--- src/rtl/counter_wait_pkg.sv ---
// Shared types and default sizing for the counter_wait_sum block.
package counter_wait_pkg;

  typedef enum logic [1:0] {
    StIdle,
    StRun,
    StHold
  } chan_state_t;

  localparam int unsigned DefWidth = 4;
  localparam int unsigned DefNch   = 2;

endpackage

--- src/rtl/cw_channel.sv ---
// One counting channel: IDLE/RUN/HOLD FSM, wrapping counter and latched stop value.
module cw_channel
  import counter_wait_pkg::*;
#(
  parameter int unsigned WIDTH = DefWidth
) (
  input  logic             clk_i,
  input  logic             rst_i,
  input  logic             en_i,
  input  logic             abort_i,
  input  logic             launch_i,
  input  logic             fire_i,
  input  logic             cont_i,
  input  logic [WIDTH-1:0] stop_i,
  output logic [WIDTH-1:0] cnt_o,
  output logic             hold_o,
  output logic             idle_o
);

  chan_state_t      state_q, state_d;
  logic [WIDTH-1:0] cnt_q, cnt_d;
  logic [WIDTH-1:0] stop_q, stop_d;
  logic             at_stop;

  assign at_stop = (cnt_q == stop_q);

  always_ff @(posedge clk_i or posedge rst_i) begin
    if (rst_i) begin
      state_q <= StIdle;
    end else begin
      state_q <= state_d;
    end
  end

  always_comb begin
    state_d = state_q;
    if (abort_i) begin
      state_d = StIdle;
    end else if (en_i) begin
      unique case (state_q)
        StIdle:  if (launch_i) state_d = StRun;
        StRun:   if (at_stop) state_d = StHold;
        StHold:  if (fire_i) state_d = cont_i ? StRun : StIdle;
        default: state_d = StIdle;
      endcase
    end
  end

  // Counter and stop latch advance only on enabled, non-aborted cycles.
  always_comb begin
    cnt_d  = cnt_q;
    stop_d = stop_q;
    if (!abort_i && en_i) begin
      unique case (state_q)
        StIdle: begin
          if (launch_i) begin
            cnt_d  = '0;
            stop_d = stop_i;
          end
        end
        StRun:   if (!at_stop) cnt_d = cnt_q + WIDTH'(1);
        StHold:  if (fire_i && cont_i) cnt_d = cnt_q + WIDTH'(1);
        default: cnt_d = cnt_q;
      endcase
    end
  end

  always_ff @(posedge clk_i or posedge rst_i) begin
    if (rst_i) begin
      cnt_q  <= '0;
      stop_q <= '0;
    end else begin
      cnt_q  <= cnt_d;
      stop_q <= stop_d;
    end
  end

  always_comb begin
    cnt_o  = cnt_q;
    hold_o = (state_q == StHold);
    idle_o = (state_q == StIdle);
  end

endmodule

--- src/rtl/counter_wait_sum.sv ---
// NCH lock-stepped counters; once all hold, their total is registered and flagged by done_o.
module counter_wait_sum
  import counter_wait_pkg::*;
#(
  parameter int unsigned WIDTH = DefWidth,
  parameter int unsigned NCH   = DefNch,
  localparam int unsigned SW   = WIDTH + $clog2(NCH)
) (
  input  logic                 clk_i,
  input  logic                 rst_i,
  input  logic                 start_i,
  input  logic                 abort_i,
  input  logic                 en_i,
  input  logic                 mode_cont_i,
  input  logic [NCH*WIDTH-1:0] stop_val_i,
  output logic [NCH*WIDTH-1:0] cnt_o,
  output logic [NCH-1:0]       hold_mask_o,
  output logic [SW-1:0]        sum_o,
  output logic                 done_o,
  output logic                 busy_o
);

  logic [NCH-1:0] idle_w;
  logic           all_idle;
  logic           all_hold;
  logic           launch;
  logic           fire;
  logic [SW-1:0]  total;
  logic [SW-1:0]  sum_q, sum_d;
  logic           done_q, done_d;

  assign all_idle = &idle_w;
  assign all_hold = &hold_mask_o;
  assign launch   = start_i & en_i & ~abort_i & all_idle;
  assign fire     = all_hold & en_i & ~abort_i;

  for (genvar g = 0; g < NCH; g++) begin : g_chan
    cw_channel #(
      .WIDTH(WIDTH)
    ) u_chan (
      .clk_i   (clk_i),
      .rst_i   (rst_i),
      .en_i    (en_i),
      .abort_i (abort_i),
      .launch_i(launch),
      .fire_i  (fire),
      .cont_i  (mode_cont_i),
      .stop_i  (stop_val_i[g*WIDTH +: WIDTH]),
      .cnt_o   (cnt_o[g*WIDTH +: WIDTH]),
      .hold_o  (hold_mask_o[g]),
      .idle_o  (idle_w[g])
    );
  end

  always_comb begin
    total = '0;
    for (int unsigned i = 0; i < NCH; i++) begin
      total = total + SW'(cnt_o[i*WIDTH +: WIDTH]);
    end
  end

  // With en low everything freezes, done included; abort always clears done.
  always_comb begin
    sum_d  = sum_q;
    done_d = done_q;
    if (abort_i) begin
      done_d = 1'b0;
    end else if (en_i) begin
      done_d = fire;
      if (fire) sum_d = total;
    end
  end

  always_ff @(posedge clk_i or posedge rst_i) begin
    if (rst_i) begin
      sum_q  <= '0;
      done_q <= 1'b0;
    end else begin
      sum_q  <= sum_d;
      done_q <= done_d;
    end
  end

  always_comb begin
    sum_o  = sum_q;
    done_o = done_q;
    busy_o = ~all_idle;
  end

endmodule

--- config.mk ---
export PLATFORM = sky130hd
export DESIGN_NAME = counter_wait_sum
export DESIGN_NICKNAME = d
export VERILOG_FILES = /design/src/rtl/counter_wait_pkg.sv /design/src/rtl/cw_channel.sv /design/src/rtl/counter_wait_sum.sv
export SDC_FILE = /design/constraint.sdc
export NUM_CORES = 1
export LEC_CHECK = 0
export ABC_CLOCK_PERIOD_IN_PS = 1900
export CORE_UTILIZATION = 47
export CTS_CLUSTER_SIZE = 14
export DETAILED_ROUTE_END_ITERATION = 16
export PLACE_DENSITY = 0.76
export REMOVE_ABC_BUFFERS = 1
export SYNTH_ARGS = -nofsm -noshare
export SYNTH_HDL_FRONTEND = slang
export SYNTH_SLANG_ARGS = --single-unit
--- constraint.sdc ---
create_clock -name clk_i -period 1.9 [get_ports clk_i]
set_input_delay 0.38 -clock clk_i [delete_from_list [all_inputs] [get_ports clk_i]]
set_output_delay 0.38 -clock clk_i [all_outputs]
set_load 0.02 [all_outputs]
==> Yosys cells after proc, flatten, opt, wreduce, memory -nomap -nowiden <==
Cells that the tools add are included.
{ "totals": {"in_bits": 14, "output_inout_bits": 17, "ff_bits": 26, "word_cells": 73} }
{ "classes": {"eq_ne": 18, "n_addsub": 3, "n_reduce_logical": 17, "n_bitwise": 7, "mux": 20} }
{ "ops": {"columns": ["cell", "n"], "rows": [
  ["4-bit case mux with 3 select lines", 2],
  ["4-bit 2-to-1 mux", 5],
  ["2-bit 2-to-1 mux", 8],
  ["3-bit by 2-bit inequality test with 1-bit output (second input constant)", 5],
  ["2-bit case mux with 3 select lines", 2],
  ["2-bit inequality test (second input constant)", 5],
  ["5-bit AND reduction", 2],
  ["3-bit AND reduction", 3],
  ["4-bit by 1-bit adder with 4-bit output (second input constant)", 2],
  ["4-bit equality test", 2],
  ["4-bit AND reduction", 2],
  ["3-bit nonzero test", 2],
  ["4-bit by 4-bit adder with 5-bit output", 1],
  ["1-bit AND", 5],
  ["2-bit by 1-bit equality test with 1-bit output (second input constant)", 2],
  ["2-bit equality test (second input constant)", 2],
  ["2-bit logical NOT", 2],
  ["2-bit AND reduction", 2],
  ["1-bit 2-to-1 mux", 3],
  ["3-bit inequality test (second input constant)", 1],
  ["1-bit logical AND", 2],
  ["2-bit by 1-bit inequality test with 1-bit output (second input constant)", 1],
  ["1-bit NOT", 2],
  ["2-bit nonzero test", 1],
  ["1-bit logical NOT", 1]
]} }

==> Longest topological paths before layout <==
Gate-level depths: netlist of run 1.
{ "depth": {"depth_word": 8, "depth_mapped": 7, "mapped_depth_nobuf": 7} }

==> Cells and area by module <==
Synthesis of run 1 repeated with hierarchy kept, for this count alone.
{ "unflattened": {"cells_unflattened": 162, "area_unflattened_um2": 1690.4} }
{ "by_module_without_submodules": {"columns": ["mod", "seq_area_each_um2", "cells_each", "area_each_um2", "n_inst"], "rows": [
  ["cw_channel", 250.2, 60, 653.1, 2],
  ["counter_wait_sum", 150.1, 42, 384.1, 1]
]} }

==> Worst setup path after synthesis of run 1 <==
Ideal clock, no wire load.
{ "synth_path": {"kind": "flip-flop to flip-flop", "start": "register g_chan[0].u_chan.state_q[0]", "end": "register g_chan[1].u_chan.cnt_q[1]", "path_stages_with_launch": 7, "setup_time_ps": 79, "period_less_slack_ps": 1848, "path_buffers": 0, "required_ps": 1821, "path_slack_ps": 52, "arrival_ps": 1769, "cell_sequence": "dfrtp_1 -> inv_1 -> ha_1 -> nand4b_1 -> a2111oi_4 -> o21a_4 -> mux2i_1"} }
{ "synth_between": {"elab_chain_len": 7, "word_cells_on_any_way": 11, "classes_between": "eq/ne (3); bitwise (3); reduce/logical (5)"} }
{ "synth_lines": {"columns": ["item", "line_no", "rtl"], "rows": [
  ["from (decl)", "cw_channel.sv:20", "chan_state_t state_q, state_d;"],
  ["from (signal assigned)", "cw_channel.sv:29", "state_q <= StIdle;"],
  ["from (signal assigned)", "cw_channel.sv:31", "state_q <= state_d;"],
  ["2-bit equality test", "cw_channel.sv:80", "hold_o = (state_q == StHold);"],
  ["2-bit AND reduction", "counter_wait_sum.sv:33", "assign all_hold = &hold_mask_o;"],
  ["1-bit AND (2 in a row)", "counter_wait_sum.sv:35", "assign fire = all_hold & en_i & ~abort_i;"],
  ["1-bit logical AND", "cw_channel.sv:62", "StHold: if (fire_i && cont_i) cnt_d = cnt_q + WIDTH'(1);"],
  ["2-bit inequality test (no line)", null, null],
  ["5-bit AND reduction (no line) *", null, null],
  ["to (signal assigned)", "cw_channel.sv:73", "cnt_q <= cnt_d;"],
  ["to (decl)", "cw_channel.sv:21", "logic [WIDTH-1:0] cnt_q, cnt_d;"]
]} }
Every way passes the cells marked *; elsewhere a longest branch is shown, timed or not.
A chain may end at the register's enable or synchronous reset.

==> Worst setup path after layout of run 1 <==
{ "layout_path": {"start": "register g_chan[1].u_chan.state_q[1]", "end": "register g_chan[0].u_chan.cnt_q[3]"} }
{ "layout_between": {"elab_chain_len": 7, "word_cells_on_any_way": 11, "classes_between": "eq/ne (3); bitwise (3); reduce/logical (5)"} }
{ "layout_lines": {"columns": ["item", "line_no"], "rows": [
  ["from (decl)", "cw_channel.sv:20"],
  ["from (signal assigned)", "cw_channel.sv:29"],
  ["from (signal assigned)", "cw_channel.sv:31"],
  ["2-bit equality test", "cw_channel.sv:80"],
  ["2-bit AND reduction", "counter_wait_sum.sv:33"],
  ["1-bit AND (2 in a row)", "counter_wait_sum.sv:35"],
  ["1-bit logical AND", "cw_channel.sv:62"],
  ["2-bit inequality test (no line)", null],
  ["5-bit AND reduction (no line) *", null],
  ["to (signal assigned)", "cw_channel.sv:73"],
  ["to (decl)", "cw_channel.sv:21"]
]} }
Marks and branches as above.

==> summary.txt, run 1 <==
Row cnt: 21
Clock transition at path regs: 140 ps
Synth area leader: dfrtp_1
Crit-path max FO: 4
Synth Area in Compound Gates: 0.163
Mux share of post-synthesis cell area: 0.108
# IOs: 31
RSZ-0062 raised after global routing: true
VDD IR max: 0.603 mV
Drt wl/cell: 14.4 um
WP buf/inv: 1
TritonCTS clock tree: done
CP Launch Type: flop
Final hold slack: 392 ps
Adder-cell share of the synthesized area: 0.122
Pleak: 1.01 nW
# H-tree levels: 1
Final setup fails: 0
WP data required: 2130 ps
Critical path's slowest cell: a2111oi_4
Post-synthesis sequential area ratio: 0.383
Slew Viols, Final: 0
Clock Tree Buf Depth: 2
Max-Cap Viols: 0
Number of synthesized flops with an enable pin: 0
Final Power: 0.00180 W
Die ar.: 3850 um2
Slew HR: 0.726
Detailed Place HPWL: 2860 um
Final Critical Period: 1850 ps
Via count: 1,341
Clock Root Buffer: clkbuf_4
Drc violations: 0
Clk Latency, worst-skew pair: 320 ps
Total gr overflow: 0
Area contributors post-synth: dfrtp_1 (38%), ha_1 (11%), mux2_2 (5.3%)
Simple-gate share of the synthesized area: 0.114
Fmax achieved: 0.540 GHz
Final antenna-violating net count: 0
Worst Tran Pin Value: 411 ps
Gp weighted congestion: 0.861
Post-Syn Area: 1700 um2
Non-filler cells, final: 253
Crit path max-delay family: compound AO/OA/AOI/OAI gates
Initial core utilization: 0.501
Clock sinks: 26
Total core area: 3390 um2
Tcrit/Tclk final: 0.974
Share of cells above drive strength 1: 0.251
Vias in the first global route: 1,273
Largest family of logic cells by synthesized area: compound AO/OA/AOI/OAI gates
Inst Count DP: 243
First-pass GRT wire length: 5910 um
Outcome: finished clean
Ys Warns: 0
Unique masters post-synth: 38
Post-Synth XOR/XNOR Area: 0.0516
Clock skew: 4.38 ps
Worst Hold Class: input port to asynchronous set/reset pin
DIE HEIGHT: 62.1 um
Mapped Cells: 155
Kind of critical path: flop to flop
Post-synth top cells: dfrtp_1 (26), inv_1 (18), ha_1 (15)
Top_reg_cell synth: dfrtp_1
Top-area cell type share of the netlist area: 0.383
Power Dens Cells: 792 nW/um2
WL final: 3640 um
DR iter-0 viols: 49
Area Overhead vs Synth: 33.6%
Crit path DAT: 2080 ps
Cell with the most instances after synthesis: dfrtp_1
TritonCTS Buffers: 3
Die width: 62.1 um
Largest net degree at the start of global routing: 27
Via density: 5.30
Final TNS setup: 0 ps
Crit-path cells: inv_1 > ha_2 > nand4b_2 > a2111oi_4 > o211ai_1 > a32o_1
Post-Syn Area per Cell: 10.9 um2
Pre-Repair DR Iteration Count: 4
Post-layout nets: 238
IO buf count: 30
# hold bufs at CTS: 0
Hold Violations, Final: 0
Async SR Flop Fraction: 1.00
GR Util All Layers: 0.214
Number of antenna violations at the first check in global routing: 0
Setup crit end kind: flop
#FFs+latches synth: 26
Worst path max stage delay: 460 ps
Inserted Diodes: 0
==> layout by cell type (no fill, tap or decap), drive strengths merged, types with 3 or more instances in the layout <==
master / n
dfrtp: 26
clkdlybuf4s50: 24
buf: 22
inv: 18
ha: 15
nand2: 14
mux2: 11
xnor2: 8
mux2i: 6
o211ai: 6
o21ai: 6
nor2: 4
a21oi: 4
clkbuf: 4
nand3: 3
dlymetal6s2s: 3
nor3: 3
==> state kept, by name, indices dropped and copies added (netlist names) <==
signal / flops
g_chan.u_chan.cnt_o: 8
g_chan.u_chan.state_q: 4
done_o: 1
g_chan.u_chan.stop_q: 8
sum_o: 5
==> power by group <==
part,internal (W),total (W),switching [W],leakage (nW)
registers,0.000657,0.000758,0.000101,0.329
logic,0.000393,0.000758,0.000364,0.655
clock network,0.000117,0.000280,0.000163,0.0210
==> worst paths after layout <==
path	startpoint	to	slack [ps]	depth (start not counted)
hold reg to reg	sum_o[3]$_DFFE_PP0P_	sum_o[3]$_DFFE_PP0P_	520	2
setup reg to reg	g_chan[1].u_chan.state_q[1]$_DFFE_PP0P_	g_chan[0].u_chan.cnt_o[3]$_DFFE_PP0P_	50	6
setup / recovery	g_chan[1].u_chan.state_q[1]$_DFFE_PP0P_	g_chan[0].u_chan.cnt_o[3]$_DFFE_PP0P_	50	6
hold / removal	rst_i	g_chan[0].u_chan.stop_q[2]$_DFFE_PP0P_	390	3
max in group asynchronous	rst_i	g_chan[0].u_chan.cnt_o[2]$_DFFE_PP0P_	1240	3
min in group clk_i	sum_o[3]$_DFFE_PP0P_	sum_o[3]$_DFFE_PP0P_	520	2
==> per-layer routing <==
metal / GRT usage / vias to the layer above / share of wire
met1: 0.276 / 654 / 0.44
met5: 0 / - / 0
li1: - / 654 / -
met4: 0.0635 / 0 / 0.010
met2: 0.375 / 29 / 0.51
met3: 0.0269 / 4 / 0.032
==> cells by family (layout without fill, tap and decap cells) <==
| logic type | count (synthesis) | count (layout) |
|---|---|---|
| DFF | 26 | 26 |
| AOI/OAI and AO/OA | 30 | 30 |
| xor gates and xnor gates | 10 | 10 |
| and+or+nand+nor | 34 | 34 |
| muxes | 17 | 17 |
| buffers and inverters | 22 | 74 |
| adders and majority gates | 16 | 16 |
==> area by class of cell <==
| type | instances | area [um2] |
|---|---|---|
| fill | 266 | 1120 |
| multi-input combinational | 107 | 966 |
| sequential | 26 | 654 |
| timing repair buffer | 52 | 485 |
| inverter | 18 | 67.6 |
| tap | 46 | 57.6 |
| clock buffer | 4 | 36.3 |
==> worst reg2reg max path, delay by kind of cell (launching register included) <==
family / cells / cell delay [ps]
buffers and inverters: 1 / 100
DFF: 1 / 430
and+or+nand+nor: 1 / 160
AOI/OAI and AO/OA: 3 / 860
adders and majority gates: 1 / 210
==> timing repair <==
item	4_1_cts	5_1_grt
setup endpoints to repair	6	19
pin swaps	2	3
setup buffers	1	5
resized for setup	7	11
==> through the flow <==
step	utilization	area, um2	worst slack, ps
finish	0.669	2270	49.4
global route	0.669	2270	-77.0
CTS	0.650	2200	-0.276
detailed placement	0.636	2160	-217
global placement	0.636	2160	-146
floorplan	-	1670	36.6
Note: power is estimated with default switching activity, not from simulation.
==> run 2: changes to the inputs <==
==> constraint.sdc (replaced) <==
create_clock -name clk_i -period 1.9 [get_ports clk_i]
set_input_delay 0.19 -clock clk_i [delete_from_list [all_inputs] [get_ports clk_i]]
set_output_delay 0.19 -clock clk_i [all_outputs]
set_load 0.02 [all_outputs]
==> summary.txt, run 2 (same netlist as run 1, synthesis figures left out) <==
# H-tree levels: 1 (unchanged)
DP Area: 2140 um2 (-0.70%)
Clock sinks: 26 (unchanged)
FILL cells: 278 (+4.5%)
Drt wl/cell: 14.6 um (+1.7%)
Clock skew: 9.08 ps (+4.71 ps)
Post-layout nets: 236 (-0.84%)
Die ar.: 3850 um2 (unchanged)
# hold bufs at CTS: 0 (unchanged)
WP buf/inv: 1 (unchanged)
Clock transition at path regs: 150 ps (about the same)
R2r worst-path depth: 6 (unchanged)
Largest net degree at the start of global routing: 27 (unchanged)
Final antenna-violating net count: 0 (unchanged)
Final Critical Period: 1810 ps (-44.6 ps)
Clk Latency, worst-skew pair: 320 ps (about the same)
Fmax achieved: 0.554 GHz (+2.5%)
Hold Violations, Final: 0 (unchanged)
Tcrit/Tclk final: 0.950 (-0.0235)
RR Endpoint: g_chan[0].u_chan.cnt_o[3]$_DFFE_PP0P_
Power Dens Cells: 854 nW/um2 (+7.9%)
Critical path's slowest cell: dfrtp_1
Kind of critical path: flop to flop
Worst Hold Class: input port to asynchronous set/reset pin
WL final: 3680 um (+0.91%)
First-pass GRT wire length: 5950 um (+0.69%)
VDD IR max: 0.458 mV (-24%)
R2R Setup Slk: 90 ps (+40 ps)
Share of cells above drive strength 1: 0.210 (-0.0415)
TritonCTS Buffers: 3 (unchanged)
Die width: 62.1 um (unchanged)
GR Util All Layers: 0.214 (+0.000219)
RR Startpoint: g_chan[1].u_chan.state_q[1]$_DFFE_PP0P_
Crit path max-delay family: compound AO/OA/AOI/OAI gates
Vias in the first global route: 1,358 (+6.7%)
Gp weighted congestion: 0.856 (-0.50%)
Inserted Diodes: 0 (unchanged)
Number of antenna violations at the first check in global routing: 0 (unchanged)
CP Launch Type: flop
IO buf count: 30 (unchanged)
Drc violations: 0 (unchanged)
Cell area after layout: 2240 um2 (-1.0%)
Worst Tran Pin Value: 423 ps (+12.4 ps)
Crit-path max FO: 4 (unchanged)
Slew HR: 0.715 (-0.0108)
DIE HEIGHT: 62.1 um (unchanged)
Total core area: 3390 um2 (unchanged)
Area Overhead vs Synth: 32.2%
Pre-CTS WS: -10.4 ps (+207 ps)
Final hold slack: 194 ps (-198 ps)
Critical Path Source: g_chan[1].u_chan.state_q[1]$_DFFE_PP0P_
Outcome: finished clean
Register area: 651 um2 (-0.57%)
Final Power: 0.00192 W (+6.8%)
Crit path DAT: 2030 ps (-50 ps)
Initial core utilization: 0.501 (unchanged)
TritonCTS clock tree: done
WP data required: 2120 ps (about the same)
PnR worst setup slack: 94.1 ps (+44.6 ps)
Slew Viols, Final: 0 (unchanged)
Pre-Repair DR Iteration Count: 3 (-1)
Multi-input combinational cell area: 960 um2 (-0.65%)
Pleak: 0.980 nW (-2.5%)
Most common cell after layout, fill and taps aside: clkdlybuf4s50_1
Setup crit end kind: flop
Via count: 1,326 (-1.1%)
Clock Root Buffer: clkbuf_4
Worst path max stage delay: 440 ps (-20 ps)
Total gr overflow: 0 (unchanged)
Clock Tree Buf Depth: 2 (unchanged)
Most frequent cells in the layout: clkdlybuf4s50_1 (27), dfrtp_1 (26), buf_4 (19)
Row cnt: 21 (unchanged)
# IOs: 31 (unchanged)
Detailed Place HPWL: 2910 um (+1.9%)
RSZ-0062 raised after global routing: true
Via density: 5.28 (-0.33%)
Crit-path cells: inv_1 > ha_1 > nand4b_2 > a2111oi_4 > o211ai_1 > a32o_1
Max-Cap Viols: 0 (unchanged)
DR iter-0 viols: 50 (+2.0%)
Final setup fails: 0 (unchanged)
## run 2: worst reg2reg max path: stages, from the launching register on
cell       delay (ps)
dfrtp_1           440
inv_1              90
ha_1              200
nand4b_2          170
a2111oi_4         420
o211ai_1          140
a32o_1            230
## run 2: final cells by class
| class | count | share of cell area |
|---|---|---|
| clock buffers | 3 | 0.0100 |
| clock inverters | 1 | 0.0134 |
| inverters | 18 | 0.0301 |
| multi-input cells | 107 | 0.428 |
| flip-flops and latches | 26 | 0.290 |
| well taps | 46 | 0.0257 |
| repair buffers | 50 | 0.203 |
## run 2: worst max-delay path by stage
| stage | slack (ps) | end | depth (start not counted) |
|---|---|---|---|
| after floorplan | 40 | g_chan[1].u_chan.cnt_o[1]$_DFFE_PP0P_ | 6 |
| after global placement | 50 | g_chan[0].u_chan.cnt_o[3]$_DFFE_PP0P_ | 5 |
| after detailed placement | -10 | g_chan[0].u_chan.cnt_o[3]$_DFFE_PP0P_ | 5 |
| after CTS | 3 | g_chan[0].u_chan.cnt_o[3]$_DFFE_PP0P_ | 6 |
| after global routing | -10 | g_chan[0].u_chan.cnt_o[2]$_DFFE_PP0P_ | 6 |
| final | 90 | g_chan[0].u_chan.cnt_o[3]$_DFFE_PP0P_ | 6 |
## run 2: where the power goes
| group | switching, W | internal, W | leakage (nW) |
|---|---|---|---|
| combinational | 0.000381 | 0.000400 | 0.618 |
| clock | 0.000169 | 0.000213 | 0.0279 |
| sequential | 0.0000981 | 0.000655 | 0.334 |
## run 2: metal layers
layer	wire length, um	track usage	share of wire
met3	114	0.0269	0.031
met2	1860	0.381	0.51
met5	0	0	0
met1	1640	0.263	0.45
met4	57	0.0825	0.016
## run 2: what timing repair did
| action | 4_1_cts | 5_1_grt |
|---|---|---|
| pin swaps | 2 | 2 |
| endpoints found under the setup margin | 7 | 11 |
| setup buffers | 1 | 5 |
| hold endpoints to repair | 0 | 0 |
| gates cloned | 0 | 0 |
| resized for setup | 5 | 3 |
## run 2: metrics by stage
stage	instances	utilization	setup TNS [ps]
5_1_grt	251	0.662	-13.2
3_3_place_gp	241	0.632	0
3_5_place_dp	241	0.632	-23.6
2_1_floorplan	151	-	0
6_report	251	0.662	0
4_1_cts	246	0.649	0
